<file path="src/rtl/ccff_bitstream_loader_if.sv">
// Valid/ready word stream from the bitstream source into the chain loader.
interface ccff_bitstream_loader_if #(
  parameter int WORD_W = 8
);
  logic [WORD_W-1:0] s_data;
  logic              s_valid;
  logic              s_ready;

  modport master (output s_data, output s_valid, input s_ready);
  modport slave  (input s_data, input s_valid, output s_ready);
endinterface

</file>
<file path="src/rtl/ccff_bitstream_loader.sv">
// Shifts configuration words MSB-first into the fabric chain head, with an
// optional second pass that re-shifts the same stream and compares the tail.
//
// state  | meaning
// IDLE   | waiting for start; stream not accepted
// LOAD   | first pass, CHAIN_LEN bits into the chain
// VERIFY | second pass, tail compared against head on every shift
// DONE   | one-cycle completion, done pulse and verify_pass valid
module ccff_bitstream_loader #(
  parameter int CHAIN_LEN = 1024,
  parameter int WORD_W    = 8,
  parameter int CNT_W     = 16
) (
  input  logic                   prog_clk,
  input  logic                   pReset,
  input  logic                   start,
  input  logic                   verify_en,
  ccff_bitstream_loader_if.slave s_if,
  output logic                   ccff_head,
  output logic                   ccff_shift,
  input  logic                   ccff_tail,
  output logic                   busy,
  output logic                   done,
  output logic [CNT_W-1:0]       mismatch_cnt,
  output logic                   verify_pass
);
  localparam int BIT_W = $clog2(CHAIN_LEN + 1);
  localparam int BUF_W = $clog2(WORD_W + 1);
  localparam logic [BIT_W-1:0] LAST_BIT  = BIT_W'(CHAIN_LEN - 1);
  localparam logic [BIT_W-1:0] FULL_PASS = BIT_W'(CHAIN_LEN);
  localparam logic [BUF_W-1:0] WORD_BITS = BUF_W'(WORD_W);

  typedef enum logic [1:0] {IDLE, LOAD, VERIFY, DONE} state_t;

  state_t             state;
  logic [BIT_W-1:0]   bit_cnt;
  logic [BUF_W-1:0]   buf_cnt;
  logic [WORD_W-1:0]  shift_buf;
  logic               verify_latched;
  logic               shift_vfy;

  logic               active;
  logic               pass_open;
  logic               shift_now;
  logic               final_shift;
  logic               need_more;
  logic               buf_free;
  logic               ready_int;
  logic               accept;
  logic               mm_hit;
  logic [CNT_W-1:0]   mm_next;
  logic [31:0]        bits_committed;

  // Stream handshake, shift qualification and next mismatch count.
  always_comb begin
    active         = (state == LOAD) || (state == VERIFY);
    pass_open      = bit_cnt < FULL_PASS;
    shift_now      = active && pass_open && (buf_cnt != '0);
    final_shift    = shift_now && (bit_cnt == LAST_BIT);
    // Shifted plus buffered bits; once this reaches CHAIN_LEN the pass
    // needs no further words and leftover buffer bits are dropped.
    bits_committed = 32'(bit_cnt) + 32'(buf_cnt);
    need_more      = bits_committed < 32'(CHAIN_LEN);
    buf_free       = (buf_cnt == '0) || (shift_now && (buf_cnt == BUF_W'(1)));
    // The last LOAD shift may overlap the first VERIFY word accept.
    ready_int      = active && ((need_more && buf_free) ||
                                (final_shift && (state == LOAD) && verify_latched));
    accept         = ready_int && s_if.s_valid;
    mm_hit         = ccff_shift && shift_vfy && (ccff_tail != ccff_head);
    mm_next        = mismatch_cnt;
    if (mm_hit && (mismatch_cnt != '1)) mm_next = mismatch_cnt + CNT_W'(1);
  end

  assign s_if.s_ready = ready_int;

  // Sequencer, shift buffer, chain outputs and verify bookkeeping.
  always_ff @(posedge prog_clk) begin
    if (pReset) begin
      state          <= IDLE;
      bit_cnt        <= '0;
      buf_cnt        <= '0;
      shift_buf      <= '0;
      verify_latched <= 1'b0;
      shift_vfy      <= 1'b0;
      ccff_head      <= 1'b0;
      ccff_shift     <= 1'b0;
      busy           <= 1'b0;
      done           <= 1'b0;
      mismatch_cnt   <= '0;
      verify_pass    <= 1'b0;
    end else begin
      ccff_shift <= 1'b0;
      done       <= 1'b0;
      case (state)
        IDLE: begin
          if (start) begin
            state          <= LOAD;
            verify_latched <= verify_en;
            mismatch_cnt   <= '0;
            verify_pass    <= 1'b0;
            bit_cnt        <= '0;
            buf_cnt        <= '0;
            busy           <= 1'b1;
          end
        end
        LOAD, VERIFY: begin
          mismatch_cnt <= mm_next;
          if (shift_now) begin
            ccff_head  <= shift_buf[WORD_W-1];
            ccff_shift <= 1'b1;
            // Tags the shift so the compare happens when it reaches the chain.
            shift_vfy  <= (state == VERIFY);
            shift_buf  <= shift_buf << 1;
            buf_cnt    <= buf_cnt - BUF_W'(1);
            bit_cnt    <= bit_cnt + BIT_W'(1);
          end
          if (accept) begin
            shift_buf <= s_if.s_data;
            buf_cnt   <= WORD_BITS;
          end
          if (final_shift) begin
            if (!accept) buf_cnt <= '0;
            if ((state == LOAD) && verify_latched) begin
              state   <= VERIFY;
              bit_cnt <= '0;
            end
          end
          // One drain cycle lets the last shift reach the chain (and be
          // compared) before the sequence reports completion.
          if (!pass_open) begin
            state       <= DONE;
            bit_cnt     <= '0;
            busy        <= 1'b0;
            done        <= 1'b1;
            verify_pass <= verify_latched && (mm_next == '0);
          end
        end
        DONE:    state <= IDLE;
        default: state <= IDLE;
      endcase
    end
  end
endmodule

</file>
<file path="src/flat_wrapper.sv">
// flat-port wrapper written by rule: the top's interface ports become plain ports
module ccff_bitstream_loader_flat 
#(
  parameter int CHAIN_LEN = 1024,
  parameter int WORD_W    = 8,
  parameter int CNT_W     = 16
)
  (prog_clk, pReset, start, verify_en, ccff_head, ccff_shift, ccff_tail, busy, done, mismatch_cnt, verify_pass, s_if_s_data, s_if_s_valid, s_if_s_ready);
  ccff_bitstream_loader_if #(.WORD_W(WORD_W)) s_if_i ();
  input  logic prog_clk;
  input  logic pReset;
  input  logic start;
  input  logic verify_en;
  output logic ccff_head;
  output logic ccff_shift;
  input  logic ccff_tail;
  output logic busy;
  output logic done;
  output logic [CNT_W-1:0] mismatch_cnt;
  output logic verify_pass;
  input wire logic [$bits(s_if_i.s_data)-1:0] s_if_s_data;
  input wire logic [$bits(s_if_i.s_valid)-1:0] s_if_s_valid;
  output wire logic [$bits(s_if_i.s_ready)-1:0] s_if_s_ready;
  assign s_if_i.s_data = s_if_s_data;
  assign s_if_i.s_valid = s_if_s_valid;
  assign s_if_s_ready = s_if_i.s_ready;
  ccff_bitstream_loader #(.CHAIN_LEN(CHAIN_LEN), .WORD_W(WORD_W), .CNT_W(CNT_W)) u_core (.prog_clk(prog_clk), .pReset(pReset), .start(start), .verify_en(verify_en), .s_if(s_if_i), .ccff_head(ccff_head), .ccff_shift(ccff_shift), .ccff_tail(ccff_tail), .busy(busy), .done(done), .mismatch_cnt(mismatch_cnt), .verify_pass(verify_pass));
endmodule
</file>
<file path="config.mk">
export PLATFORM = sky130hd
export DESIGN_NAME = ccff_bitstream_loader_flat
export DESIGN_NICKNAME = d
export VERILOG_FILES = /design/src/rtl/ccff_bitstream_loader_if.sv /design/src/rtl/ccff_bitstream_loader.sv /design/src/flat_wrapper.sv
export SDC_FILE = /design/constraint.sdc
export NUM_CORES = 1
export LEC_CHECK = 0
export CORE_AREA = 2 2 77 79
export DETAILED_ROUTE_END_ITERATION = 10
export DIE_AREA = 0 0 79 81
export GPL_TIMING_DRIVEN = 0
export PLACE_DENSITY = 0.84
export SYNTH_ARGS = -nofsm -noshare
export SYNTH_HDL_FRONTEND = slang
export SYNTH_SLANG_ARGS = --single-unit
</file>
<file path="constraint.sdc">
create_clock -name prog_clk -period 4.9 [get_ports prog_clk]
set_clock_uncertainty 0.1 [all_clocks]
set_input_delay 0.735 -clock prog_clk [delete_from_list [all_inputs] [get_ports prog_clk]]
set_output_delay 0.735 -clock prog_clk [all_outputs]
set_load 0.03 [all_outputs]
</file>
==> results.rst, run 1 <==
.. list-table::
   :header-rows: 1

   * - Metric
     - Value
   * - Run status
     - finished, final reports clean
   * - Syn Inst Count
     - 390
   * - Kind of critical path
     - register to output port
   * - Unique masters post-synth
     - 67
   * - Register share of total power
     - 49.4%
   * - Worst Path Max Fanout
     - 9
   * - Internal power component
     - 0.5710 mW
   * - Number of H-tree branching levels
     - 2
   * - CP Launch Point
     - u_core.state[1]
   * - Clock tree from TritonCTS
     - done
   * - Row Count
     - 28
   * - First drt pass iteration count
     - 5
   * - Die area
     - 0.006399 mm2
   * - Required time reported for the critical path endpoint
     - 4070 ps
   * - Clock transition at the register clock pins on the worst setup and hold paths after CTS
     - 90 ps
   * - Most used DFF post-synth
     - sky130_fd_sc_hd__dfxtp_1
   * - Clock Sink Count
     - 48
   * - Data arrival time at the worst-slack endpoint
     - 3070 ps
   * - Final #Nets
     - 457
   * - Unrepaired setup endpoints after global routing
     - no
   * - Share of flip-flops with an asynchronous set or reset
     - 0%
   * - Post-CTS setup buffer count
     - 0
   * - Synthesis-stage register bit count
     - 48
   * - Area inside the core boundary
     - 0.005675 mm2
   * - Number of warnings reported in the yosys synthesis log
     - 0
   * - Setup TNS after final layout
     - 0 ps
   * - Fin. max-slew vios
     - 0
   * - MaxCap Viol Count
     - 0
   * - Post-synthesis adder-cell area fraction
     - 4.601%
   * - Clock buffer depth
     - 2
   * - Switching portion of total power
     - 30.29%
   * - Final weighted congestion in routability-driven placement
     - 0.9573
   * - Slew at the pin closest to its max-slew limit
     - 1050 ps
   * - Portion of the post-synthesis area used by sequential elements
     - 32.12%
   * - Cts hold-fix bufs
     - 0
   * - Number of endpoints with negative hold slack in the final report
     - 0
   * - Final Setup Violations
     - 0
   * - Number of clock buffers inserted by TritonCTS
     - 5
   * - Leak Pwr
     - 1.183 nW
   * - Highest Clock Rate
     - 256.0 MHz
   * - Post-synth design cell area
     - 0.002992 mm2
   * - CP startpoint kind
     - register
   * - Post-detailed-route count of antenna-violating nets
     - 0
   * - Combinational family with the most area after synthesis
     - simple AND/OR/NAND/NOR gates
   * - Root Driver
     - sky130_fd_sc_hd__clkbuf_8
   * - Max-slew headroom at the worst pin
     - 29.14%
   * - Number of gates resized after cts
     - 0
   * - Leftover overflow at the end of global routing
     - 0
   * - Total net switching power
     - 0.2482 mW
   * - Compound-cell area share of the yosys netlist
     - 23.09%
   * - Remaining DRCs
     - 0
   * - Via Count
     - 3,070
   * - Final clock period utilization by the worst path
     - 79.72%
   * - Simple-gate portion of the synthesized area
     - 30.87%
   * - Die width
     - 79 um
   * - Post-synth net total
     - 415
   * - Worst Hold Launch
     - u_core.shift_buf[7]
   * - Area added between synthesis and finish
     - 17.86%
   * - Vias in the first global route
     - 2,785
   * - Global-route wire length before repair
     - 12.81 mm
   * - Total placed instance area
     - 0.003436 mm2
   * - Crit Reg-Reg Startpoint
     - u_core.state[1]
   * - Count of port buffers added during placement
     - 35
   * - Detailed Route WL
     - 7.896 mm
   * - Total chip power
     - 0.8192 mW
   * - Fin area
     - 0.003526 mm2
   * - Min-Delay Path Class
     - register to register
   * - Starting density of the core
     - 52.71%
   * - Xor/xnor cell area share of the yosys netlist
     - 2.886%
   * - Hpwl dp
     - 5.607 mm
   * - Worst IR Drop VDD
     - 119.8 uV
   * - Logic gate share of total power
     - 20.4%
   * - DRC marker count from the first detailed-route iteration
     - 164
   * - Pin count of the biggest net entering global routing
     - 14
   * - Y dimension of the die
     - 81 um
   * - EDFF count, synth
     - 0
   * - Fraction of synthesized area in multiplexers
     - 1.004%
   * - Number of antenna violations at the first check in global routing
     - 0
   * - Endpoint kind of the worst setup timing path
     - output port
   * - Ratio of routed vias to standard cells
     - 6.043
   * - Power per cell area
     - 232.3 mW/mm2
   * - Fin util
     - 62.13%
   * - N_diodes
     - 0
   * - Detail-routed net length per standard cell
     - 15.54 um
   * - Total routing resource utilization after global routing
     - 25.18%
   * - Total I/O pin count
     - 36
   * - Clock network latency to the later pin of the worst-skew pair
     - 300 ps
   * - Time the final worst path needs with I/O delays and setup
     - 3906 ps
   * - Fraction of final layout cells sized beyond drive strength 1
     - 7.159%
   * - Post-Syn Area per Cell
     - 7.671 um2
   * - Clock power frac
     - 30.2%
## critical path, cell delays in order (launching register included)
cell and delay (ps):
sky130_fd_sc_hd__dfxtp_1 380, sky130_fd_sc_hd__inv_1 100, sky130_fd_sc_hd__ha_1 420, sky130_fd_sc_hd__nor2b_1 150, sky130_fd_sc_hd__buf_2 200, sky130_fd_sc_hd__nand4b_1 190
sky130_fd_sc_hd__nor2_1 400, sky130_fd_sc_hd__nand2_1 90, sky130_fd_sc_hd__o21ai_0 110, sky130_fd_sc_hd__clkdlybuf4s50_1 720
## cell families after synthesis
family,Yosys count
buffers and inverters,32
adder cells (fa/ha/maj),11
AO/OA/AOI/OAI,108
flip-flops,48
AND/OR/NAND/NOR,179
XOR/XNOR,9
multiplexers,3
## metrics by stage
step	hold WS, ps	worst slack [ps]	instances
finish	364.6	993.6	508
global route	386.6	751.5	508
CTS	364.4	1011	508
detailed placement	352.8	1381	500
global placement	349.6	1370	500
floorplan	332.2	2165	390
## synth_stat cells (3+ instances only)
| library cell | n | share of area, % |
|---|---|---|
| sky130_fd_sc_hd__or3_1 | 3 | 0.63 |
| sky130_fd_sc_hd__a21o_1 | 7 | 1.8 |
| sky130_fd_sc_hd__xor2_1 | 4 | 1.2 |
| sky130_fd_sc_hd__a31oi_1 | 4 | 0.84 |
| sky130_fd_sc_hd__nand2b_1 | 4 | 0.84 |
| sky130_fd_sc_hd__dfxtp_1 | 48 | 32 |
| sky130_fd_sc_hd__a311oi_1 | 4 | 1.2 |
| sky130_fd_sc_hd__xnor2_1 | 4 | 1.2 |
| sky130_fd_sc_hd__and3_1 | 4 | 0.84 |
| sky130_fd_sc_hd__nor3b_1 | 3 | 0.75 |
| sky130_fd_sc_hd__buf_6 | 3 | 1.1 |
| sky130_fd_sc_hd__nand2_1 | 56 | 7.0 |
| sky130_fd_sc_hd__a211oi_1 | 4 | 1.0 |
| sky130_fd_sc_hd__nand3_1 | 13 | 2.2 |
| sky130_fd_sc_hd__inv_1 | 8 | 1.0 |
| sky130_fd_sc_hd__a41oi_1 | 4 | 1.2 |
| sky130_fd_sc_hd__o211ai_1 | 4 | 1.0 |
| sky130_fd_sc_hd__o21ai_0 | 24 | 4.0 |
| sky130_fd_sc_hd__ha_1 | 11 | 4.6 |
| sky130_fd_sc_hd__clkbuf_1 | 13 | 1.6 |
| sky130_fd_sc_hd__and2_1 | 3 | 0.63 |
| sky130_fd_sc_hd__mux2i_1 | 3 | 1.0 |
| sky130_fd_sc_hd__nand4_1 | 7 | 1.5 |
| sky130_fd_sc_hd__a21oi_1 | 35 | 5.9 |
| sky130_fd_sc_hd__nor4_1 | 9 | 1.9 |
| sky130_fd_sc_hd__or2_2 | 4 | 0.84 |
| sky130_fd_sc_hd__nand3b_1 | 3 | 0.75 |
| sky130_fd_sc_hd__nor3_1 | 13 | 2.2 |
| sky130_fd_sc_hd__a22oi_1 | 4 | 1.0 |
| sky130_fd_sc_hd__nor2_1 | 37 | 4.6 |
## cells in the final DEF (no fill, tap or decap), drive strengths merged, types with 3 or more instances in the layout
| master | instances |
|---|---|
| ha | 11 |
| dfxtp | 48 |
| nor3b | 3 |
| a21oi | 35 |
| nor3 | 13 |
| mux2i | 3 |
| or4 | 3 |
| and4 | 3 |
| nand3 | 13 |
| clkdlybuf4s50 | 35 |
| clkbuf | 24 |
| nor4 | 10 |
| xnor2 | 4 |
| nand3b | 3 |
| or3 | 3 |
| a31oi | 4 |
| a22oi | 4 |
| a41oi | 4 |
| a311oi | 4 |
| or2 | 5 |
| nor2 | 37 |
| a211oi | 4 |
| a21o | 7 |
| o211ai | 4 |
| and3 | 5 |
| inv | 8 |
| buf | 7 |
| nand2b | 4 |
| xor2 | 5 |
| nand4 | 9 |
| and2 | 4 |
| o21ai | 25 |
| nand2 | 56 |
## power by group through the flow
stage	Sequential (mW)	Clock (mW)	Combinational, mW
global placement	0.413	0	0.161
CTS	0.404	0.248	0.164
detailed placement	0.413	0	0.164
global route	0.406	0.264	0.185
floorplan	0.415	0	0.106
finish	0.404	0.248	0.167
## layer usage
metal | vias up | track usage (%) | part of all wire (%) | wire length (um)
met4 | 0 | 8.966 | 2.3 | 185
met3 | 17 | 3.889 | 5.2 | 412
met1 | 1431 | 31.69 | 44 | 3447
met2 | 110 | 43.90 | 49 | 3851
met5 | - | 0 | 0 | 0
li1 | 1512 | - | - | -
## worst paths after layout
kind | depth (start not counted) | slack [ps] | to
min | 2 | 360 | u_core.ccff_head
min reg2reg | 2 | 360 | u_core.ccff_head
max | 9 | 990 | s_if_s_ready
max reg2reg | 9 | 1950 | u_core.bit_cnt[8]
## flip-flops by register name, indices dropped and copies added (netlist names), 2 cells and up
name and flops:
u_core.mismatch_cnt 16, u_core.bit_cnt 11, u_core.shift_buf 8, u_core.buf_cnt 4, u_core.state 2
## layout make-up
class                           instances  area (um2)
Timing Repair Buffer                   35       350.3
Multi-Input combinational cell        310        1868
Inverter                                8       30.03
Buffer                                 24       132.6
Tap cell                               75       93.84
Clock buffer                            8       90.09
Sequential cell                        48       960.9
Fill cell                             520        2150
Note: power is estimated with default switching activity, not from simulation.
==> run 2, diff against run 1 <==
--- a/config.mk
+++ b/config.mk
@@ -5,11 +5,11 @@
 export SDC_FILE = /design/constraint.sdc
 export NUM_CORES = 1
 export LEC_CHECK = 0
-export CORE_AREA = 2 2 77 79
+export CORE_AREA = 2 2 80 82
 export DETAILED_ROUTE_END_ITERATION = 10
-export DIE_AREA = 0 0 79 81
+export DIE_AREA = 0 0 82 84
 export GPL_TIMING_DRIVEN = 0
-export PLACE_DENSITY = 0.84
+export PLACE_DENSITY = 0.81
 export SYNTH_ARGS = -nofsm -noshare
 export SYNTH_HDL_FRONTEND = slang
 export SYNTH_SLANG_ARGS = --single-unit
==> constraint.sdc (replaced) <==
create_clock -name prog_clk -period 3.25 [get_ports prog_clk]
set_clock_uncertainty 0.1 [all_clocks]
set_input_delay 0.4875 -clock prog_clk [delete_from_list [all_inputs] [get_ports prog_clk]]
set_output_delay 0.4875 -clock prog_clk [all_outputs]
set_load 0.03 [all_outputs]
==> run 2 against run 1 <==
  * First-iteration DRC count is 43% higher
  * Clock power is 77% higher
  * Die area is 7.6% higher
  * Critical path depth stayed put
  * Sequential power is 51% higher
  * Critical endpoint unchanged
  * Clock-buffer cell count is 2 lower
  * Total power is 58% higher
  * Setup slack worse by 780 ps
==> results.rst, run 2 (synthesis gave the netlist of run 1 again) <==
.. list-table::
   :header-rows: 1

   * - Metric
     - Value
   * - Run status
     - finished, final reports clean
   * - Worst Hold Launch
     - u_core.shift_buf[7]
   * - Cts hold-fix bufs
     - 0 (unchanged)
   * - Number of clock buffers inserted by TritonCTS
     - 5 (unchanged)
   * - Most frequent cells in the layout
     - sky130_fd_sc_hd__nand2_1, sky130_fd_sc_hd__dfxtp_1, sky130_fd_sc_hd__nor2_1
   * - Clock Sink Count
     - 48 (unchanged)
   * - Min-Delay Path Class
     - register to register
   * - N_diodes
     - 0 (unchanged)
   * - Placed cells
     - 502 (+0.40%)
   * - Hpwl dp
     - 5.879 mm (+4.9%)
   * - Register-to-register setup slack
     - 400 ps (-1550 ps)
   * - Post-place setup slack
     - -109.7 ps (-1491 ps)
   * - Row Count
     - 29 (+3.6%)
   * - Final clock period utilization by the worst path
     - 93.53%
   * - Fin util
     - 58.46% (-3.7 points)
   * - FF-to-FF path depth
     - 9 (unchanged)
   * - Endpoint of the lowest-slack register-to-register path
     - u_core.bit_cnt[7]
   * - Number of H-tree branching levels
     - 2 (unchanged)
   * - Pin count of the biggest net entering global routing
     - 15 (+1)
   * - Kind of critical path
     - register to output port
   * - Final weighted congestion in routability-driven placement
     - 0.9539 (-0.36%)
   * - DRC marker count from the first detailed-route iteration
     - 235 (+43%)
   * - Remaining DRCs
     - 0 (unchanged)
   * - MaxCap Viol Count
     - 0 (unchanged)
   * - Data arrival time at the worst-slack endpoint
     - 2450 ps (-620 ps)
   * - Worst Path Max Fanout
     - 9 (unchanged)
   * - Ratio of routed vias to standard cells
     - 6.072 (+0.48%)
   * - Number of antenna violations at the first check in global routing
     - 0 (unchanged)
   * - Number of cells on the worst hold path
     - 2 (unchanged)
   * - Largest register FFs
     - 16 (unchanged)
   * - CP startpoint kind
     - register
   * - Count of port buffers added during placement
     - 35 (unchanged)
   * - Worst IR Drop VDD
     - 203.1 uV (+70%)
   * - Die area
     - 0.006888 mm2 (+7.6%)
   * - Leading cell type in the layout, fill and taps excluded
     - sky130_fd_sc_hd__nand2_1
   * - Most flops, register
     - u_core.mismatch_cnt
   * - Endpoint kind of the worst setup timing path
     - output port
   * - First drt pass iteration count
     - 5 (unchanged)
   * - Number of endpoints with negative hold slack in the final report
     - 0 (unchanged)
   * - CP Launch Point
     - u_core.state[0]
   * - Die width
     - 82 um (+3.8%)
   * - Starting density of the core
     - 49.08% (-3.6 points)
   * - Leak Pwr
     - 1.205 nW (+1.8%)
   * - Final Setup Violations
     - 0 (unchanged)
   * - Fraction of final layout cells sized beyond drive strength 1
     - 8.276% (+1.1 points)
   * - Clock transition at the register clock pins on the worst setup and hold paths after CTS
     - 100 ps (about the same)
   * - Leftover overflow at the end of global routing
     - 0 (unchanged)
   * - Root Driver
     - sky130_fd_sc_hd__clkbuf_8
   * - Power per cell area
     - 363.9 mW/mm2 (+57%)
   * - Cell Count, Final, Fillers Out
     - 512 (+0.79%)
   * - Clock buffer depth
     - 2 (unchanged)
   * - Detailed Route WL
     - 8.026 mm (+1.6%)
   * - Unrepaired setup endpoints after global routing
     - no
   * - Time the final worst path needs with I/O delays and setup
     - 3040 ps
   * - Post-layout worst setup margin
     - 210.4 ps (-783.3 ps)
   * - Clock tree from TritonCTS
     - done
   * - Setup TNS after final layout
     - 0 ps (unchanged)
   * - Fin. max-slew vios
     - 0 (unchanged)
   * - Detail-routed net length per standard cell
     - 15.68 um (+0.85%)
   * - Highest Clock Rate
     - 329.0 MHz
   * - Required time reported for the critical path endpoint
     - 2660 ps (-1410 ps)
   * - Total routing resource utilization after global routing
     - 24.21% (-0.97 points)
   * - Y dimension of the die
     - 84 um (+3.7%)
   * - Slew at the pin closest to its max-slew limit
     - 750.2 ps (-299.4 ps)
   * - End of the worst hold path
     - u_core.ccff_head
   * - Crit Reg-Reg Startpoint
     - u_core.state[0]
   * - Area inside the core boundary
     - 0.006096 mm2 (+7.4%)
   * - Registers with the highest flip-flop counts
     - u_core.mismatch_cnt x16, u_core.bit_cnt x11, u_core.shift_buf x8
   * - Max-slew headroom at the worst pin
     - 49.19% (+20 points)
   * - Post-detailed-route count of antenna-violating nets
     - 0 (unchanged)
   * - Via Count
     - 3,109 (+1.3%)
   * - Area added between synthesis and finish
     - 19.11%
   * - Clock network latency to the later pin of the worst-skew pair
     - 310 ps (about the same)
   * - Global-route wire length before repair
     - 13.29 mm (+3.7%)
   * - Final #Nets
     - 459 (+0.44%)
   * - Total I/O pin count
     - 36 (unchanged)
   * - Vias in the first global route
     - 2,911 (+4.5%)
[run 2: where the power goes]
| group | leakage, nW | internal, mW | switching [mW] |
|---|---|---|---|
| Clock | 0.0552 | 0.229 | 0.209 |
| Sequential | 0.388 | 0.601 | 0.00942 |
| Combinational | 0.762 | 0.0839 | 0.165 |
[run 2: final cells by class]
type | count | area (um2)
plain buffers | 24 | 132.6
well taps | 77 | 96.34
clock buffers | 6 | 72.57
multi-input cells | 310 | 1876
flip-flops and latches | 48 | 960.9
repair buffers | 37 | 360.3
inverters | 8 | 30.03
fillers | 550 | 2532
clock inverters | 2 | 35.03
[run 2: worst max-delay path by stage]
stage / endpoint / depth (start not counted)
3_5_place_dp: s_if_s_ready / 9
2_1_floorplan: u_core.verify_pass / 7
5_1_grt: s_if_s_ready / 9
3_3_place_gp: s_if_s_ready / 9
4_1_cts: s_if_s_ready / 9
6_report: s_if_s_ready / 9
[run 2: per-stage QoR]
step	hold slack, ps	power, mW	instance area, um2
after floorplan	332.2	0.7853	2992
after global placement	347.3	0.8662	3438
after detailed placement	360.7	0.8694	3438
after CTS	373.9	1.302	3552
after global routing	406.0	1.347	3563
final	372.9	1.297	3563
[run 2: layer usage]
metal,vias up,GRT usage (%),share of wire [%]
met5,-,0,0
met4,0,9.697,2.5
met3,20,4.762,5.3
met2,116,40.95,49
met1,1453,29.44,43
li1,1520,-,-
[run 2: timing repair]
item | in CTS | in global routing
setup endpoints to repair | 1 | 6
resized for setup | 3 | 4
pin swaps | 0 | 1
setup buffers | 0 | 2
[run 2: worst max-delay path, cell delays in order, from the launching register on]
cell	delay (ps)
sky130_fd_sc_hd__dfxtp_1	410
sky130_fd_sc_hd__inv_1	80
sky130_fd_sc_hd__ha_1	410
sky130_fd_sc_hd__nor2b_1	150
sky130_fd_sc_hd__buf_2	210
sky130_fd_sc_hd__nand4b_1	250
sky130_fd_sc_hd__nor2_4	240
sky130_fd_sc_hd__nand2_1	70
sky130_fd_sc_hd__o21ai_0	80
sky130_fd_sc_hd__clkbuf_2	240
==> run 3, diff against run 2 <==
--- a/config.mk
+++ b/config.mk
@@ -5,11 +5,12 @@
 export SDC_FILE = /design/constraint.sdc
 export NUM_CORES = 1
 export LEC_CHECK = 0
-export CORE_AREA = 2 2 80 82
+export ABC_CLOCK_PERIOD_IN_PS = 3100
+export CORE_AREA = 2 2 77 79
 export DETAILED_ROUTE_END_ITERATION = 10
-export DIE_AREA = 0 0 82 84
+export DIE_AREA = 0 0 79 81
 export GPL_TIMING_DRIVEN = 0
-export PLACE_DENSITY = 0.81
+export PLACE_DENSITY = 0.84
 export SYNTH_ARGS = -nofsm -noshare
 export SYNTH_HDL_FRONTEND = slang
 export SYNTH_SLANG_ARGS = --single-unit
==> constraint.sdc (replaced) <==
create_clock -name prog_clk -period 3.1 [get_ports prog_clk]
set_clock_uncertainty 0.1 [all_clocks]
set_input_delay 0.465 -clock prog_clk [delete_from_list [all_inputs] [get_ports prog_clk]]
set_output_delay 0.465 -clock prog_clk [all_outputs]
set_load 0.03 [all_outputs]
==> run 3 against run 2 <==
  * First-iteration DRC count shrank 24%
  * Worst hold slack lost 8.4 ps
  * Via count shrank 1.1%
  * Combinational power grew 7%
  * Sequential power grew 4.9%
  * Critical path depth is the same
==> results.rst, run 3 (synthesis gave the netlist of run 1 again) <==
.. list-table::
   :header-rows: 1

   * - Metric
     - Value
   * - Run status
     - finished, final reports clean
   * - FF-to-FF path depth
     - 9 (unchanged)
   * - Sequential standard cell area
     - 960.9 um2 (unchanged)
   * - Cell Count, Final, Fillers Out
     - 511 (-0.20%)
   * - Pin count of the biggest net entering global routing
     - 14 (-1)
   * - Endpoint kind of the worst setup timing path
     - output port
   * - Total chip power
     - 1.296 mW (about the same)
   * - Hpwl dp
     - 5.607 mm (-4.6%)
   * - Row Count
     - 28 (-3.4%)
   * - Clock Sink Count
     - 48 (unchanged)
   * - Clock tree from TritonCTS
     - done
   * - Total I/O pin count
     - 36 (unchanged)
   * - Master of the slowest instance on the critical path
     - sky130_fd_sc_hd__dfxtp_1
   * - Max-slew headroom at the worst pin
     - 53.87% (+4.7 points)
   * - Final Setup Violations
     - 0 (unchanged)
   * - Crit Reg-Reg Startpoint
     - u_core.state[0]
   * - Starting density of the core
     - 52.71% (+3.6 points)
   * - Via Count
     - 3,074 (-1.1%)
   * - End of the worst hold path
     - u_core.ccff_head
   * - Worst Path Max Fanout
     - 9 (unchanged)
   * - Time the final worst path needs with I/O delays and setup
     - 2954 ps
   * - Critical-path cell list
     - inv_1, ha_2, nor2b_1, buf_2, nand4b_1, nor2_4, nand2_1, o21ai_0, buf_2
   * - Die area
     - 0.006399 mm2 (-7.1%)
   * - Data arrival time at the worst-slack endpoint
     - 2390 ps (-60 ps)
   * - Number of cells on the worst hold path
     - 2 (unchanged)
   * - Power per cell area
     - 363.3 mW/mm2 (-0.16%)
   * - MaxCap Viol Count
     - 0 (unchanged)
   * - Largest stage delay on the critical path
     - 410 ps (about the same)
   * - Root Driver
     - sky130_fd_sc_hd__clkbuf_8
   * - Kind of critical path
     - register to output port
   * - First drt pass iteration count
     - 5 (unchanged)
   * - Most flops, register
     - u_core.mismatch_cnt
   * - Layout filler cell count
     - 515 (-6.4%)
   * - Switching portion of total power
     - 30.30% (+0.73 points)
   * - Ratio of routed vias to standard cells
     - 6.016 (-0.93%)
   * - DRC marker count from the first detailed-route iteration
     - 178 (-24%)
   * - Highest Clock Rate
     - 338.6 MHz
   * - Total routing resource utilization after global routing
     - 25.22% (+1.0 points)
   * - Die width
     - 79 um (-3.7%)
   * - Register share of total power
     - 49.4% (+2.4 points)
   * - Number of endpoints with negative hold slack in the final report
     - 0 (unchanged)
   * - N_diodes
     - 0 (unchanged)
   * - Number of H-tree branching levels
     - 2 (unchanged)
   * - Worst Hold Launch
     - u_core.shift_buf[7]
   * - Cts hold-fix bufs
     - 0 (unchanged)
   * - Global-route wire length before repair
     - 12.84 mm (-3.4%)
   * - Area added between synthesis and finish
     - 19.20% (about the same)
   * - Fin. max-slew vios
     - 0 (unchanged)
   * - Number of clock buffers inserted by TritonCTS
     - 5 (unchanged)
   * - Leak Pwr
     - 1.200 nW (-0.41%)
   * - Largest register FFs
     - 16 (unchanged)
   * - Final weighted congestion in routability-driven placement
     - 0.9573 (+0.36%)
   * - Cell repeated most along the worst path
     - sky130_fd_sc_hd__buf_2
   * - Leftover overflow at the end of global routing
     - 0 (unchanged)
   * - Y dimension of the die
     - 81 um (-3.6%)
   * - Internal power component
     - 0.9031 mW (-1.1%)
   * - Post-detailed-route count of antenna-violating nets
     - 0 (unchanged)
   * - Required time reported for the critical path endpoint
     - 2530 ps (-130 ps)
   * - CP startpoint kind
     - register
   * - Detail-routed net length per standard cell
     - 15.56 um (-0.73%)
   * - Number of antenna violations at the first check in global routing
     - 0 (unchanged)
   * - Detailed Route WL
     - 7.952 mm (-0.92%)
   * - Clock power frac
     - 30.1% (-3.7 points)
   * - Clock buffer depth
     - 2 (unchanged)
   * - Area inside the core boundary
     - 0.005675 mm2 (-6.9%)
   * - Register-to-register setup slack
     - 250 ps (-150 ps)
   * - Remaining DRCs
     - 0 (unchanged)
   * - Worst IR Drop VDD
     - 189.5 uV (-6.7%)
   * - Fin util
     - 62.83% (+4.4 points)
   * - Clock network latency to the later pin of the worst-skew pair
     - 300 ps (about the same)
   * - Placed cells
     - 500 (-0.40%)
   * - Final #Nets
     - 460 (+0.22%)
   * - Total net switching power
     - 0.3925 mW (+2.4%)
   * - Final clock period utilization by the worst path
     - 95.28%
   * - Slew at the pin closest to its max-slew limit
     - 689.4 ps (-60.84 ps)
   * - Clock transition at the register clock pins on the worst setup and hold paths after CTS
     - 90 ps (about the same)
   * - Endpoint of the lowest-slack register-to-register path
     - u_core.buf_cnt[3]
   * - Area used by multi-input combinational logic
     - 0.001891 mm2 (+0.80%)
   * - Logic gate share of total power
     - 20.5% (+1.3 points)
   * - Min-Delay Path Class
     - register to register
   * - Registers with the highest flip-flop counts
     - u_core.mismatch_cnt x16, u_core.bit_cnt x11, u_core.shift_buf x8
   * - Setup TNS after final layout
     - 0 ps (unchanged)
   * - Most frequent cells in the layout
     - sky130_fd_sc_hd__nand2_1, sky130_fd_sc_hd__dfxtp_1, sky130_fd_sc_hd__nor2_1
   * - Vias in the first global route
     - 2,793 (-4.1%)
   * - Count of port buffers added during placement
     - 35 (unchanged)
   * - Fraction of final layout cells sized beyond drive strength 1
     - 8.945% (+0.67 points)
   * - Leading cell type in the layout, fill and taps excluded
     - sky130_fd_sc_hd__nand2_1
run 3: cell type report:
class / count / area share, %
clock buffers: 8 / 2.526
repair buffers: 38 / 10.32
well taps: 75 / 2.632
flip-flops and latches: 48 / 26.95
plain buffers: 24 / 3.719
inverters: 8 / 0.8421
multi-input cells: 310 / 53.02
run 3: worst max-delay path by stage:
stage                           start  slack, ps  cells past startpoint                 end
6_report              u_core.state[0]        150                      9        s_if_s_ready
5_1_grt               u_core.state[0]        -20                      9        s_if_s_ready
4_1_cts               u_core.state[0]         20                      9        s_if_s_ready
3_5_place_dp          u_core.state[1]       -150                      9        s_if_s_ready
3_3_place_gp          u_core.state[0]       -160                      9        s_if_s_ready
2_1_floorplan  u_core.mismatch_cnt[0]        570                      7  u_core.verify_pass
run 3: power by group through the flow:
| stage | logic [mW] | clock network, mW | registers (mW) |
|---|---|---|---|
| 6_report | 0.266 | 0.390 | 0.640 |
| 5_1_grt | 0.295 | 0.418 | 0.641 |
| 3_5_place_dp | 0.258 | 0 | 0.653 |
| 3_3_place_gp | 0.254 | 0 | 0.653 |
| 2_1_floorplan | 0.167 | 0 | 0.656 |
| 4_1_cts | 0.259 | 0.393 | 0.639 |
run 3: repair_timing:
item                                    4_1_cts  5_1_grt
cloned                                        0        0
buffers inserted                              0        3
resized for setup                             6        6
endpoints found under the setup margin        1        7
pin swaps                                     0        2
run 3: metal layers:
layer  track usage [%]  up-vias  share of wire [%]  routed length [um]
met4             8.966        0                2.6                 207
met2             43.98      109                 48                3853
met3             3.889       21                5.4                 433
li1                  -     1520                  -                   -
met5                 0        -                  0                   0
met1             31.76     1424                 43                3458
run 3: per-stage QoR:
step,hold WS (ps),setup slack (ps),instance area (um2)
5_1_grt,386.6,-17.94,3566
3_5_place_dp,352.8,-148.7,3436
2_1_floorplan,332.2,567.6,2992
4_1_cts,364.4,20.54,3535
3_3_place_gp,349.6,-160.2,3436
6_report,364.5,146.3,3566
run 3: worst max-delay path: cells and delay by family (launching register included):
| kind | cells | cell delay (ps) |
|---|---|---|
| AO/OA/AOI/OAI | 1 | 90 |
| adder cells (fa/ha/maj) | 1 | 400 |
| buffers and inverters | 3 | 550 |
| flip-flops | 1 | 410 |
| AND/OR/NAND/NOR | 4 | 630 |
